--- src/rtl/instr_fetch_unit_pkg.sv ---
// Shared widths, fetch FIFO entry type and small arithmetic helpers for the IF stage.
package instr_fetch_unit_pkg;

  localparam int PC_W       = 10;
  localparam int INSTR_W    = 16;
  localparam int BOFS_W     = 6;
  localparam int FIFO_DEPTH = 2;
  localparam int OCC_W      = 2;

  localparam logic [PC_W-1:0] RESET_VEC = {PC_W{1'b0}};
  localparam logic [PC_W-1:0] PC_ONE    = {{(PC_W-1){1'b0}}, 1'b1};

  typedef struct packed {
    logic [PC_W-1:0]    pc;
    logic [INSTR_W-1:0] instr;
  } fetch_entry_t;

  // Wraps modulo 2^PC_W by construction.
  function automatic logic [PC_W-1:0] branch_target(
    input logic [PC_W-1:0]   pc,
    input logic [BOFS_W-1:0] ofs
  );
    return pc + PC_ONE + {{(PC_W-BOFS_W){ofs[BOFS_W-1]}}, ofs};
  endfunction

  function automatic logic [15:0] sat_add16(
    input logic [15:0] acc,
    input logic [2:0]  inc
  );
    logic [16:0] sum;
    sum = {1'b0, acc} + {14'd0, inc};
    return sum[16] ? 16'hFFFF : sum[15:0];
  endfunction

endpackage

--- src/rtl/instr_fetch_unit_fifo.sv ---
// fetch_skid_fifo: 2-entry {pc,instr} buffer between the ROM response and the decoder.
module fetch_skid_fifo
  import instr_fetch_unit_pkg::*;
(
  input  logic             i_clk,
  input  logic             i_rst,
  input  logic             i_push,
  input  logic             i_pop,
  input  logic             i_flush,
  input  fetch_entry_t     i_data,
  output fetch_entry_t     o_head,
  output logic             o_valid,
  output logic [OCC_W-1:0] o_occ
);

  fetch_entry_t     r_mem [FIFO_DEPTH];
  logic             r_wptr;
  logic             r_rptr;
  logic [OCC_W-1:0] r_occ;
  logic             w_do_push;
  logic             w_do_pop;

  always_comb begin
    w_do_pop  = i_pop & (r_occ != 2'd0);
    // A push into a full FIFO is only accepted when the same-cycle pop frees a slot.
    w_do_push = i_push & ((r_occ != 2'd2) | w_do_pop);
    o_head    = r_mem[r_rptr];
    o_valid   = (r_occ != 2'd0);
    o_occ     = r_occ;
  end

  always_ff @(posedge i_clk) begin
    if (i_rst || i_flush) begin
      r_wptr <= 1'b0;
      r_rptr <= 1'b0;
      r_occ  <= 2'd0;
    end else begin
      if (w_do_push) begin
        r_wptr <= ~r_wptr;
      end
      if (w_do_pop) begin
        r_rptr <= ~r_rptr;
      end
      r_occ <= r_occ + {1'b0, w_do_push} - {1'b0, w_do_pop};
    end
  end

  always_ff @(posedge i_clk) begin
    if (w_do_push && !i_flush) begin
      r_mem[r_wptr] <= i_data;
    end
  end

endmodule

--- src/rtl/instr_fetch_unit.sv ---
// IF stage: PC, ROM request issue, epoch-based wrong-path kill and redirect handling.
// Optional performance counters are enabled with IF_PERF_CNT_EN.
module instr_fetch_unit
  import instr_fetch_unit_pkg::*;
(
  input  logic               Clock,
  input  logic               Reset,
  output logic [PC_W-1:0]    oRomAddr,
  input  logic [INSTR_W-1:0] iRomData,
  output logic [INSTR_W-1:0] oInstr,
  output logic [PC_W-1:0]    oPC,
  output logic               oValid,
  input  logic               iReady,
  input  logic               iJmpEnable,
  input  logic [PC_W-1:0]    iJmpDir,
  input  logic               iBranchEnable,
  input  logic [PC_W-1:0]    iBranchPC,
  input  logic [BOFS_W-1:0]  iBranchOffset
`ifdef IF_PERF_CNT_EN
  ,
  output logic [15:0]        oStallCnt,
  output logic [15:0]        oFlushCnt
`endif
);

  logic [PC_W-1:0]  r_fetch_pc;
  logic             r_inflight;
  logic [PC_W-1:0]  r_tag;
  logic             r_epoch;
  logic             r_req_epoch;

  logic             w_redirect;
  logic [PC_W-1:0]  w_target;
  logic             w_pop;
  logic             w_push;
  logic             w_issue;
  logic [2:0]       w_budget;
  logic [OCC_W-1:0] w_occ;
  logic             w_fifo_valid;
  fetch_entry_t     w_fifo_head;
  fetch_entry_t     w_fifo_in;

  always_comb begin
    w_redirect = iBranchEnable | iJmpEnable;
    // EX branch is older than the ID jump, so it takes priority.
    w_target   = iBranchEnable ? branch_target(iBranchPC, iBranchOffset) : iJmpDir;

    if (Reset) begin
      oRomAddr = RESET_VEC;
      oValid   = 1'b0;
      oPC      = {PC_W{1'b0}};
      oInstr   = {INSTR_W{1'b0}};
    end else begin
      oRomAddr = w_redirect ? w_target : r_fetch_pc;
      oValid   = w_fifo_valid;
      oPC      = w_fifo_head.pc;
      oInstr   = w_fifo_head.instr;
    end

    w_pop    = oValid & iReady & ~w_redirect;
    w_budget = {1'b0, w_occ} + {2'b00, r_inflight};
    w_issue  = ~Reset & (w_redirect | ((w_budget - {2'b00, w_pop}) < 3'd2));
    // The response is kept only if no redirect has moved the epoch since it was issued.
    w_push   = ~Reset & r_inflight & (r_req_epoch == r_epoch) & ~w_redirect;

    w_fifo_in.pc    = r_tag;
    w_fifo_in.instr = iRomData;
  end

  always_ff @(posedge Clock) begin
    if (Reset) begin
      r_fetch_pc  <= RESET_VEC;
      r_inflight  <= 1'b0;
      r_tag       <= {PC_W{1'b0}};
      r_epoch     <= 1'b0;
      r_req_epoch <= 1'b0;
    end else begin
      r_inflight <= w_issue;
      if (w_issue) begin
        r_tag       <= oRomAddr;
        r_fetch_pc  <= oRomAddr + PC_ONE;
        r_req_epoch <= w_redirect ? ~r_epoch : r_epoch;
      end
      if (w_redirect) begin
        r_epoch <= ~r_epoch;
      end
    end
  end

  fetch_skid_fifo u_fifo (
    .i_clk   (Clock),
    .i_rst   (Reset),
    .i_push  (w_push),
    .i_pop   (w_pop),
    .i_flush (w_redirect),
    .i_data  (w_fifo_in),
    .o_head  (w_fifo_head),
    .o_valid (w_fifo_valid),
    .o_occ   (w_occ)
  );

`ifdef IF_PERF_CNT_EN
  logic [15:0] r_stall_cnt;
  logic [15:0] r_flush_cnt;

  always_ff @(posedge Clock) begin
    if (Reset) begin
      r_stall_cnt <= 16'd0;
      r_flush_cnt <= 16'd0;
    end else begin
      if (oValid && !iReady) begin
        r_stall_cnt <= sat_add16(r_stall_cnt, 3'd1);
      end
      // Discarded words: everything buffered plus the response killed this cycle.
      if (w_redirect) begin
        r_flush_cnt <= sat_add16(r_flush_cnt, w_budget);
      end
    end
  end

  assign oStallCnt = r_stall_cnt;
  assign oFlushCnt = r_flush_cnt;
`endif

endmodule

--- config.mk ---
export PLATFORM = sky130hd
export DESIGN_NAME = instr_fetch_unit
export DESIGN_NICKNAME = d
export VERILOG_FILES = /design/src/rtl/instr_fetch_unit_pkg.sv /design/src/rtl/instr_fetch_unit_fifo.sv /design/src/rtl/instr_fetch_unit.sv
export SDC_FILE = /design/constraint.sdc
export NUM_CORES = 1
export LEC_CHECK = 0
export BUFFER_PORTS_ARGS = -buffer_cell sky130_fd_sc_hd__buf_2
export CAP_MARGIN = 30
export CORE_UTILIZATION = 50
export DETAILED_ROUTE_END_ITERATION = 10
export PLACE_DENSITY_LB_ADDON = 0.1
export SETUP_SLACK_MARGIN = 0.02
export SLEW_MARGIN = 20
export SYNTH_ARGS = -nofsm -noshare
export SYNTH_HDL_FRONTEND = slang
export SYNTH_HIERARCHICAL = 1
export SYNTH_SLANG_ARGS = --single-unit
--- constraint.sdc ---
create_clock -name Clock -period 4.8 [get_ports Clock]
set_input_delay 0.48 -clock Clock [delete_from_list [all_inputs] [get_ports Clock]]
set_output_delay 0.48 -clock Clock [all_outputs]
set_load 0.02 [all_outputs]
==> results of run 1 <==
==> layer usage <==
layer	vias up	share of wire, %
li1	1448	-
met1	1305	48
met2	75	47
met3	5	4.8
met4	0	0.76
met5	-	0
==> logic make-up (layout without fill, tap and decap cells) <==
logic type / count (synthesis) / after routing
buf+inv: 30 / 117
fa+ha+maj: 15 / 15
compound gates: 66 / 66
mux: 37 / 37
xor+xnor: 14 / 14
simple gates: 112 / 112
flops: 80 / 80
==> final cells by class <==
cell class / count / area share [%]
inverters: 14 / 1.08
well taps: 105 / 2.70
clock buffers: 9 / 2.54
clock inverters: 7 / 1.10
flip-flops and latches: 80 / 43.6
repair buffers: 87 / 9.14
multi-input cells: 244 / 39.9
==> through the flow <==
stage / cells / area [um2] / hold WS (ns)
2_1_floorplan: 354 / 4210 / 0.425
3_3_place_gp: 530 / 4700 / 0.435
3_5_place_dp: 530 / 4700 / 0.442
4_1_cts: 546 / 4870 / 0.307
5_1_grt: 546 / 4870 / 0.301
6_report: 546 / 4870 / 0.327
==> state kept, by name, summed over array words and instances (netlist names), named ones only <==
signal,count
u_fifo/r_mem,52
r_fetch_pc,10
r_req_epoch,1
u_fifo/o_occ,2
r_tag,10
r_epoch,1
u_fifo/r_wptr,1
r_inflight,1
u_fifo/r_rptr,1
==> worst reg2reg max path, delay by kind of cell (launching register included) <==
family	cells	cell delay, ns
flops	1	0.39
simple gates	7	1.41
fa+ha+maj	2	0.66
compound gates	1	0.24
xor+xnor	1	0.23
==> how the worst min path moves through the flow <==
stage                     slack, ns  cells after the start                  start                             to
after floorplan                0.43                      0  r_tag[6]$_SDFFE_PP0P_  u_fifo/r_mem[0][22]$_DFFE_PP_
after global placement         0.44                      0  r_tag[3]$_SDFFE_PP0P_  u_fifo/r_mem[0][19]$_DFFE_PP_
after detailed placement       0.44                      0  r_tag[5]$_SDFFE_PP0P_  u_fifo/r_mem[1][21]$_DFFE_PP_
after CTS                      0.31                      1            iRomData[6]   u_fifo/r_mem[0][6]$_DFFE_PP_
after global routing           0.30                      1           iRomData[10]  u_fifo/r_mem[1][10]$_DFFE_PP_
final                          0.33                      1           iRomData[11]  u_fifo/r_mem[1][11]$_DFFE_PP_
==> layout by cell type (no fill, tap or decap), types with 3 or more instances in the layout <==
master / count
a21o_1: 3
nand3_1: 4
clkinvlp_4: 3
a21oi_1: 14
mux2_1: 6
edfxtp_1: 52
o2111ai_1: 3
mux2_2: 4
nand2_1: 12
nor2b_1: 30
xnor2_1: 8
xor2_1: 6
mux2_4: 20
buf_2: 83
nor3_1: 7
or3_1: 3
and2_1: 3
a211oi_1: 11
clkbuf_8: 9
nor2_1: 39
inv_1: 12
buf_4: 4
o21ai_0: 12
ha_1: 13
dfxtp_1: 27
nor3_2: 3
mux2i_1: 6
==> power by group through the flow <==
stage                     Sequential (W)  Combinational [W]  Clock [W]
after floorplan                 0.000778           0.000149          0
after global placement          0.000781           0.000207          0
after detailed placement        0.000783           0.000209          0
after CTS                       0.000767           0.000210   0.000456
after global routing            0.000770           0.000231   0.000490
final                           0.000767           0.000210   0.000440
==> flow_metrics.tcl, run 1 <==
set metrics [dict create \
    status "finished, final reports clean" \
    period_share_pct 64.7 \
    met2_usage_pct 30.4 \
    yosysTopAreaCell "edfxtp_1" \
    muxShareOfSynthArea_pct 11.8 \
    wl_per_cell_um 14.4 \
    post_cts_buffers 0 \
    drive_gt1_share_pct 33.8 \
    netSwitchingFraction_pct 27.3 \
    first_iter_violations 78 \
    timing_worst_slew_pin_value_ns 0.837 \
    cp_common_cell "inv_1" \
    layout.nets 498 \
    synth_top_family_by_area "simple AND/OR/NAND/NOR gates" \
    netlist_area_um2 4210 \
    synthFlopType "edfxtp_1" \
    synth_common_cells "edfxtp_1 (52), nor2_1 (39), nor2b_1 (30)" \
    pre_cts_ws_ns 1.54 \
    drc_errors 0 \
    clk_path_buf_depth 2 \
    cts-root-buf "clkbuf_8" \
    row_count 33 \
    netlist-cell-type-count 56 \
    dieHeight_um 93.8 \
    cts_tree "yes" \
    grt_max_degree 59 \
    power_frac_comb_pct 14.8 \
    cts_made_buffers 9 \
    internal_power_w 0.00103 \
    num_antenna_cells 0 \
    ctsResizeCount 0 \
    hold_violations 0 \
    cp-end-kind "primary output" \
    clockPowerShare_pct 31.1 \
    die_w_um 93.8 \
    grt-busiest-layer "met2" \
    start_kind "input port" \
    clock_latency_ns 0.34 \
    drtAntennaViolNets 0 \
    path_buf_inv 5 \
    fin_util_pct 59.6 \
    multiInputGateArea_um2 1940 \
    cp_top_family "compound AO/OA/AOI/OAI gates" \
    ys_seq_elements 80 \
    gp_congestion 0.783 \
    power.share.sequential_pct 54.1 \
    numClockSinks 80 \
    grt_util_met3_pct 4.29 \
    grt_pass1_wl_um 12800 \
    layout_min_cycle_time_ns 3.10 \
    fmax_mhz 322 \
    ff2ff_path_depth 11 \
    slew_headroom_pct 44.2 \
    htreeDepth 3 \
    core_um2 8180 \
    clk_pin_slew_ns 0.08 \
    yosysSeqAreaShare_pct 50.4 \
    portBuffers 83 \
    setup_violations 0 \
    cellPowerDensity_nw_per_um2 291 \
    vdd_ir_drop_max_uv 123 \
    crit_end "oRomAddr[6]" \
    rsz0062_at_grt "false" \
    cp_slowest_cell "o311ai_1" \
    crit_fanout 4 \
    start_util_pct 51.5 \
    gr-usage-met1_pct 25.7 \
    cp.arrival_ns 2.62 \
    synthAdderAreaFrac_pct 4.81 \
    syn_avg_cell_area_um2 11.9 \
    fillers 722 \
    synth_most_common_cell "edfxtp_1" \
    setup_tns_ns 0 \
    grt_pass1_vias 2660 \
    yosys_warnings 6 \
    r2r_start "u_fifo/o_occ[1]$_SDFF_PP0_" \
    syn2layout_area_growth_pct 15.8 \
    synthXorXnorAreaFrac_pct 2.91 \
    power_w 0.00142 \
    r2r_end "r_fetch_pc[9]$_SDFFE_PP0P_" \
    hold_buffers 0 \
    p_switching_w 0.000387 \
    drt_pass1_iterations 6 \
    regArea_um2 2120 \
    hold_class "in2reg" \
    finalWorstSetupSlack_ns 1.70 \
    post-dp-hpwl_um 5530 \
    routed_via_density 5.19 \
    synth_top_area_share_pct 37.1 \
    synthCells 354 \
    max-cap-violations 0 \
    gr-usage-all-layers_pct 18.9 \
    synth_enable_flop_cells 52 \
    cp_num_cells 10 \
    synth-compound-area-share_pct 11.9 \
    regToRegSetupSlack_ns 1.79 \
    grt_antenna_before_repair 0 \
    synth-simple-area-share_pct 14.4 \
    fin_skew_ns 0.00790 \
    leakage_nw 1.97 \
    slew_viol_final 0 \
    io_pins 84 \
    cp.required_ns 4.32 \
    path_class "in2out" \
    finalWirelength_um 7860 \
    synth_area_leaders "edfxtp_1 (37%), dfxtp_1 (13%), mux2_4 (7.1%)" \
    async_flop_share_pct 0 \
    crit_path_start "iBranchPC[0]" \
    crit_chain "buf_2, inv_1, ha_1, inv_1, fa_1, a211oi_1, o21ai_1, o311ai_1, inv_1, buf_2" \
    max_stage_delay_ns 0.53 \
    die_area_um2 8790 \
    overflow 0 \
    syn_nets 416 \
    via_count 2833 \
]
No activity file was read; power rests on OpenSTA's default activity.
==> run 2: changes to the inputs <==
Clock period 4.8 ns to 2.85 ns, I/O delays scaled along.
==> run 2 against run 1 <==
Net effect:
- setup slack worse by 1.5 ns
- utilization up 1.6 points
- sequential power up 68%
- global-route usage up 0.051 points
- design area up 2.6%
- clock skew up 0.0052 ns
- via count up 2.5%
- worst hold slack worse by 0.21 ns
- final cell count up 1.6%
- largest cell class unchanged
- highest routed layer unchanged
==> flow_metrics.tcl, run 2 (synthesis results as in run 1) <==
set metrics [dict create \
    status "finished, final reports clean" \
    setup_violations 0 \
    finalWirelength_um 7890 \
    largest_reg_flops 52 \
    slew_viol_final 0 \
    cellPowerDensity_nw_per_um2 488 \
    vdd_ir_drop_max_uv 279 \
    cp_slowest_cell "fa_1" \
    layout_min_cycle_time_ns 2.63 \
    grt_pass1_vias 2731 \
    hold_violations 0 \
    final_cell_mix "buf_2 (83), edfxtp_1 (52), nor2_1 (39)" \
    row_count 33 \
    die_w_um 93.8 \
    cp.arrival_ns 2.86 \
    layout_commonest_cell "buf_2" \
    dieHeight_um 93.8 \
    cts_tree "yes" \
    rsz0062_at_grt "false" \
    largest_register "u_fifo/r_mem" \
    gr-usage-all-layers_pct 19.0 \
    hold_class "in2reg" \
    portBuffers 83 \
    setup_tns_ns 0 \
    start_kind "flip-flop" \
    clk_pin_slew_ns 0.09 \
    grt_max_degree 34 \
    wl_per_cell_um 14.2 \
    fmax_mhz 380 \
    via_count 2903 \
    cp.required_ns 3.08 \
    io_pins 84 \
    die_area_um2 8790 \
    htreeDepth 3 \
    cts-root-buf "clkbuf_8" \
    leakage_nw 2.06 \
    grt_pass1_wl_um 12900 \
    routed_via_density 5.23 \
    ctsResizeCount 0 \
    syn2layout_area_growth_pct 18.8 \
    cts_made_buffers 9 \
    first_iter_violations 77 \
    start_util_pct 51.5 \
    max-cap-violations 0 \
    timing_worst_slew_pin_value_ns 0.835 \
    post-dp-hpwl_um 5670 \
    clock_latency_ns 0.35 \
    cp_common_cell "nor2_1" \
    overflow 0 \
    drt_pass1_iterations 4 \
    period_share_pct 92.3 \
    drc_errors 0 \
    crit_fanout 8 \
    path_class "reg2reg" \
    gp_congestion 0.854 \
    num_antenna_cells 0 \
    layout.nets 507 \
    max_stage_delay_ns 0.46 \
    clk_path_buf_depth 2 \
    crit_chain "or2_1, nor2b_2, and3_1, ha_1, nor2b_1, fa_1, nor2_1, nor2_1, buf_4, nor2_1, a211oi_2" \
    slew_headroom_pct 44.3 \
    grt_antenna_before_repair 0 \
    drive_gt1_share_pct 36.4 \
    post_cts_buffers 0 \
    core_um2 8180 \
    cp-end-kind "flip-flop" \
    numClockSinks 80 \
    fin_skew_ns 0.0131 \
    reg.largest.list "u_fifo/r_mem (52), r_fetch_pc (10), r_tag (10)" \
    fin_area_um2 5000 \
    drtAntennaViolNets 0 \
    hold_buffers 0 \
    place_area_um2 4790 \
]
==> run 2: power by group <==
group / leakage [nW] / internal [W] / switching [W] / total [W]
combinational: 1.26 / 0.000151 / 0.000217 / 0.000367
sequential: 0.706 / 0.00127 / 0.0000209 / 0.00129
clock: 0.0945 / 0.000336 / 0.000444 / 0.000780
==> run 2: path summary, 6_finish.rpt <==
kind	start	endpoint	slack, ns	cells after the start
worst max register to register	u_fifo/o_occ[0]$_SDFF_PP0_	r_fetch_pc[9]$_SDFFE_PP0P_	0.22	11
worst min-delay path	iRomData[2]	u_fifo/r_mem[0][2]$_DFFE_PP_	0.12	1
worst min register to register	r_tag[5]$_SDFFE_PP0P_	u_fifo/r_mem[0][21]$_DFFE_PP_	0.46	0
worst max-delay path	u_fifo/o_occ[0]$_SDFF_PP0_	r_fetch_pc[9]$_SDFFE_PP0P_	0.22	11
==> run 2: final cells by class <==
type	instances	area, um2
clock buffers	9	124
clock inverters	7	61.3
fillers	709	3170
inverters	14	52.6
multi-input cells	244	1980
flip-flops and latches	80	2120
well taps	105	131
repair buffers	96	526
==> run 2: critical path: cells and delay by family (launching register included) <==
family                   cells  cell delay [ns]
buffers and inverters        1             0.18
flip-flops                   1             0.36
adder cells (fa/ha/maj)      2             0.77
AND/OR/NAND/NOR              7             1.10
AO/OA/AOI/OAI                1             0.10
==> run 2: stage by stage <==
stage	cells	setup slack, ns	hold WS (ns)	util (%)	total power [W]
2_1_floorplan	354	0.0417	0.356	-	0.00156
3_3_place_gp	539	0.153	0.432	58.6	0.00167
3_5_place_dp	539	0.0741	0.443	58.6	0.00168
4_1_cts	555	0.102	0.100	60.9	0.00246
5_1_grt	555	0.0389	0.0951	61.2	0.00255
6_report	555	0.219	0.117	61.2	0.00244
==> run 2: layer usage <==
layer	wire, um	track usage, %
met1	3760	24.8
met2	3710	31.5
met3	333	3.80
met4	88	6.15
met5	0	0
==> run 3: changes to the inputs <==
==> constraint.sdc (replaced) <==
create_clock -name Clock -period 2.85 [get_ports Clock]
set_input_delay 0 -clock Clock [delete_from_list [all_inputs] [get_ports Clock]]
set_output_delay 0 -clock Clock [all_outputs]
set_load 0.02 [all_outputs]
==> run 3 against run 2 <==
Net effect:
- routed wire length grew 1.0%
- utilization increased by 2.4 points
- combinational power is 5% higher
- design area is 4.0% higher
- largest cell class unchanged
==> flow_metrics.tcl, run 3 (synthesis results as in run 1) <==
set metrics [dict create \
    portBuffers 83 \
    gr-usage-all-layers_pct 19.5 \
    crit_fanout 31 \
    r2r_end "r_fetch_pc[9]$_SDFFE_PP0P_" \
    via_count 2921 \
    grt_antenna_before_repair 0 \
    fmax_mhz 378 \
    largest_register "u_fifo/r_mem" \
    wl_per_cell_um 13.9 \
    cp.required_ns 3.11 \
    slew_headroom_pct 43.1 \
    drc_errors 0 \
    routed_via_density 5.11 \
    numClockSinks 80 \
    cp_top_family "simple AND/OR/NAND/NOR gates" \
    die_w_um 93.8 \
    cp-end-kind "flip-flop" \
    holdPathEnd "r_tag[0]$_SDFFE_PP0P_" \
    drt_pass1_iterations 4 \
    top_layer_used "met4" \
    leakage_nw 2.14 \
    pre_cts_ws_ns 0.212 \
    overflow 0 \
    syn2layout_area_growth_pct 23.5 \
    reg.largest.list "u_fifo/r_mem (52), r_fetch_pc (10), r_tag (10)" \
    max_stage_delay_ns 0.37 \
    layout_commonest_cell "buf_2" \
    status "finished, final reports clean" \
    timing_worst_slew_pin_value_ns 0.853 \
    fin_skew_ns 0.0112 \
    hold_class "in2reg" \
    cts-root-buf "clkbuf_8" \
    cp.arrival_ns 2.91 \
    core_um2 8180 \
    ff2ff_path_depth 11 \
    final_cell_mix "buf_2 (83), edfxtp_1 (52), nor2_1 (39)" \
    clk_path_buf_depth 2 \
    vdd_ir_drop_max_uv 250 \
    clk_pin_slew_ns 0.08 \
    power_w 0.00264 \
    finalWorstSetupSlack_ns 0.201 \
    r2r_start "u_fifo/o_occ[0]$_SDFF_PP0_" \
    rsz0062_at_grt "true" \
    drive_gt1_share_pct 34.0 \
    regToRegSetupSlack_ns 0.20 \
    cellPowerDensity_nw_per_um2 508 \
    start_kind "flip-flop" \
    layout_min_cycle_time_ns 2.65 \
    wl_met2_um 3830 \
    finalWirelength_um 7970 \
    whs_path_depth 3 \
    path_buf_inv 1 \
    period_share_pct 92.9 \
    htreeDepth 3 \
    drtAntennaViolNets 0 \
    grt_pass1_vias 2870 \
    hold_violations 0 \
    dieHeight_um 93.8 \
    met1_length_um 3770 \
    crit_chain "or2_1, nor2b_2, and3_1, ha_1, nor2b_1, fa_1, xnor2_1, o21ai_2, buf_12, and4_1, a211oi_2" \
    post-dp-hpwl_um 5620 \
    final_cells 572 \
    largest_reg_flops 52 \
    die_area_um2 8790 \
    max-cap-violations 0 \
    cp_slowest_cell "dfxtp_1" \
    grt_max_degree 32 \
    io_pins 84 \
    path_class "reg2reg" \
    gp_congestion 0.773 \
    layout.nets 525 \
    start_util_pct 51.5 \
    slew_viol_final 0 \
    setup_violations 0 \
    num_antenna_cells 0 \
    setup_tns_ns 0 \
    cts_made_buffers 9 \
    placed_cells 541 \
    clock_latency_ns 0.34 \
    hold_start "Reset" \
    grt_pass1_wl_um 13200 \
    cts_tree "yes" \
    row_count 33 \
    wl_met3_um 315 \
    first_iter_violations 77 \
]
## run 3: cell types whose count changed in the layout (fill, tap and decap cells not counted), sizes merged
cell         change
buf              +2
bufinv           +3
clkbuf           +1
dlygate4sd3     +16
inv              -5
## run 3: power breakdown
part | switching (W) | total [W] | internal [W] | leakage [nW]
clock network | 0.000387 | 0.000966 | 0.000579 | 0.113
logic | 0.000216 | 0.000384 | 0.000168 | 1.33
registers | 0.0000221 | 0.00129 | 0.00127 | 0.705
total | 0.000625 | 0.00264 | 0.00202 | 2.14
## run 3: tightest hold or removal path: cells and delay by family
kind,cells,cell delay [ns]
buffers and inverters,2,0.36
AND/OR/NAND/NOR,1,0.12
## run 3: layout make-up
class / count / area, um2
tap: 105 / 131
sequential: 80 / 2120
multi-input combinational: 244 / 1960
clock inverter: 5 / 106
timing repair buffer: 114 / 701
clock buffer: 10 / 128
inverter: 14 / 52.6
fill: 674 / 2980
## run 3: per-stage QoR
stage | util [%] | area [um2] | hold slack (ns)
2_1_floorplan | - | 4220 | 0.0709
3_3_place_gp | 58.8 | 4810 | 0.189
3_5_place_dp | 58.8 | 4810 | 0.193
4_1_cts | 63.6 | 5200 | 0.166
5_1_grt | 63.6 | 5200 | 0.189
6_report | 63.6 | 5200 | 0.186
## run 3: how the worst max path moves through the flow
stage                                    start                    endpoint  cells after the start
finish              u_fifo/o_occ[0]$_SDFF_PP0_  r_fetch_pc[9]$_SDFFE_PP0P_                     11
detailed placement  u_fifo/o_occ[0]$_SDFF_PP0_  r_fetch_pc[9]$_SDFFE_PP0P_                     10
floorplan           u_fifo/o_occ[1]$_SDFF_PP0_  r_fetch_pc[9]$_SDFFE_PP0P_                     10
global placement    u_fifo/o_occ[0]$_SDFF_PP0_  r_fetch_pc[9]$_SDFFE_PP0P_                     10
CTS                 u_fifo/o_occ[0]$_SDFF_PP0_  r_fetch_pc[9]$_SDFFE_PP0P_                     10
global route        u_fifo/o_occ[0]$_SDFF_PP0_       r_tag[3]$_SDFFE_PP0P_                     10
## run 3: layer usage
layer	vias to the layer above	global-route usage [%]
met5	-	0
met4	0	5.38
met3	6	5.10
met2	73	33.5
met1	1337	24.2
li1	1505	-
## run 3: repair_timing
item | 4_1_cts | 5_1_grt
endpoints found under the setup margin | 0 | 5
gates resized for setup | 0 | 0
hold buffers | 16 | 0
hold endpoints to repair | 32 | 0
buffers inserted | 0 | 0
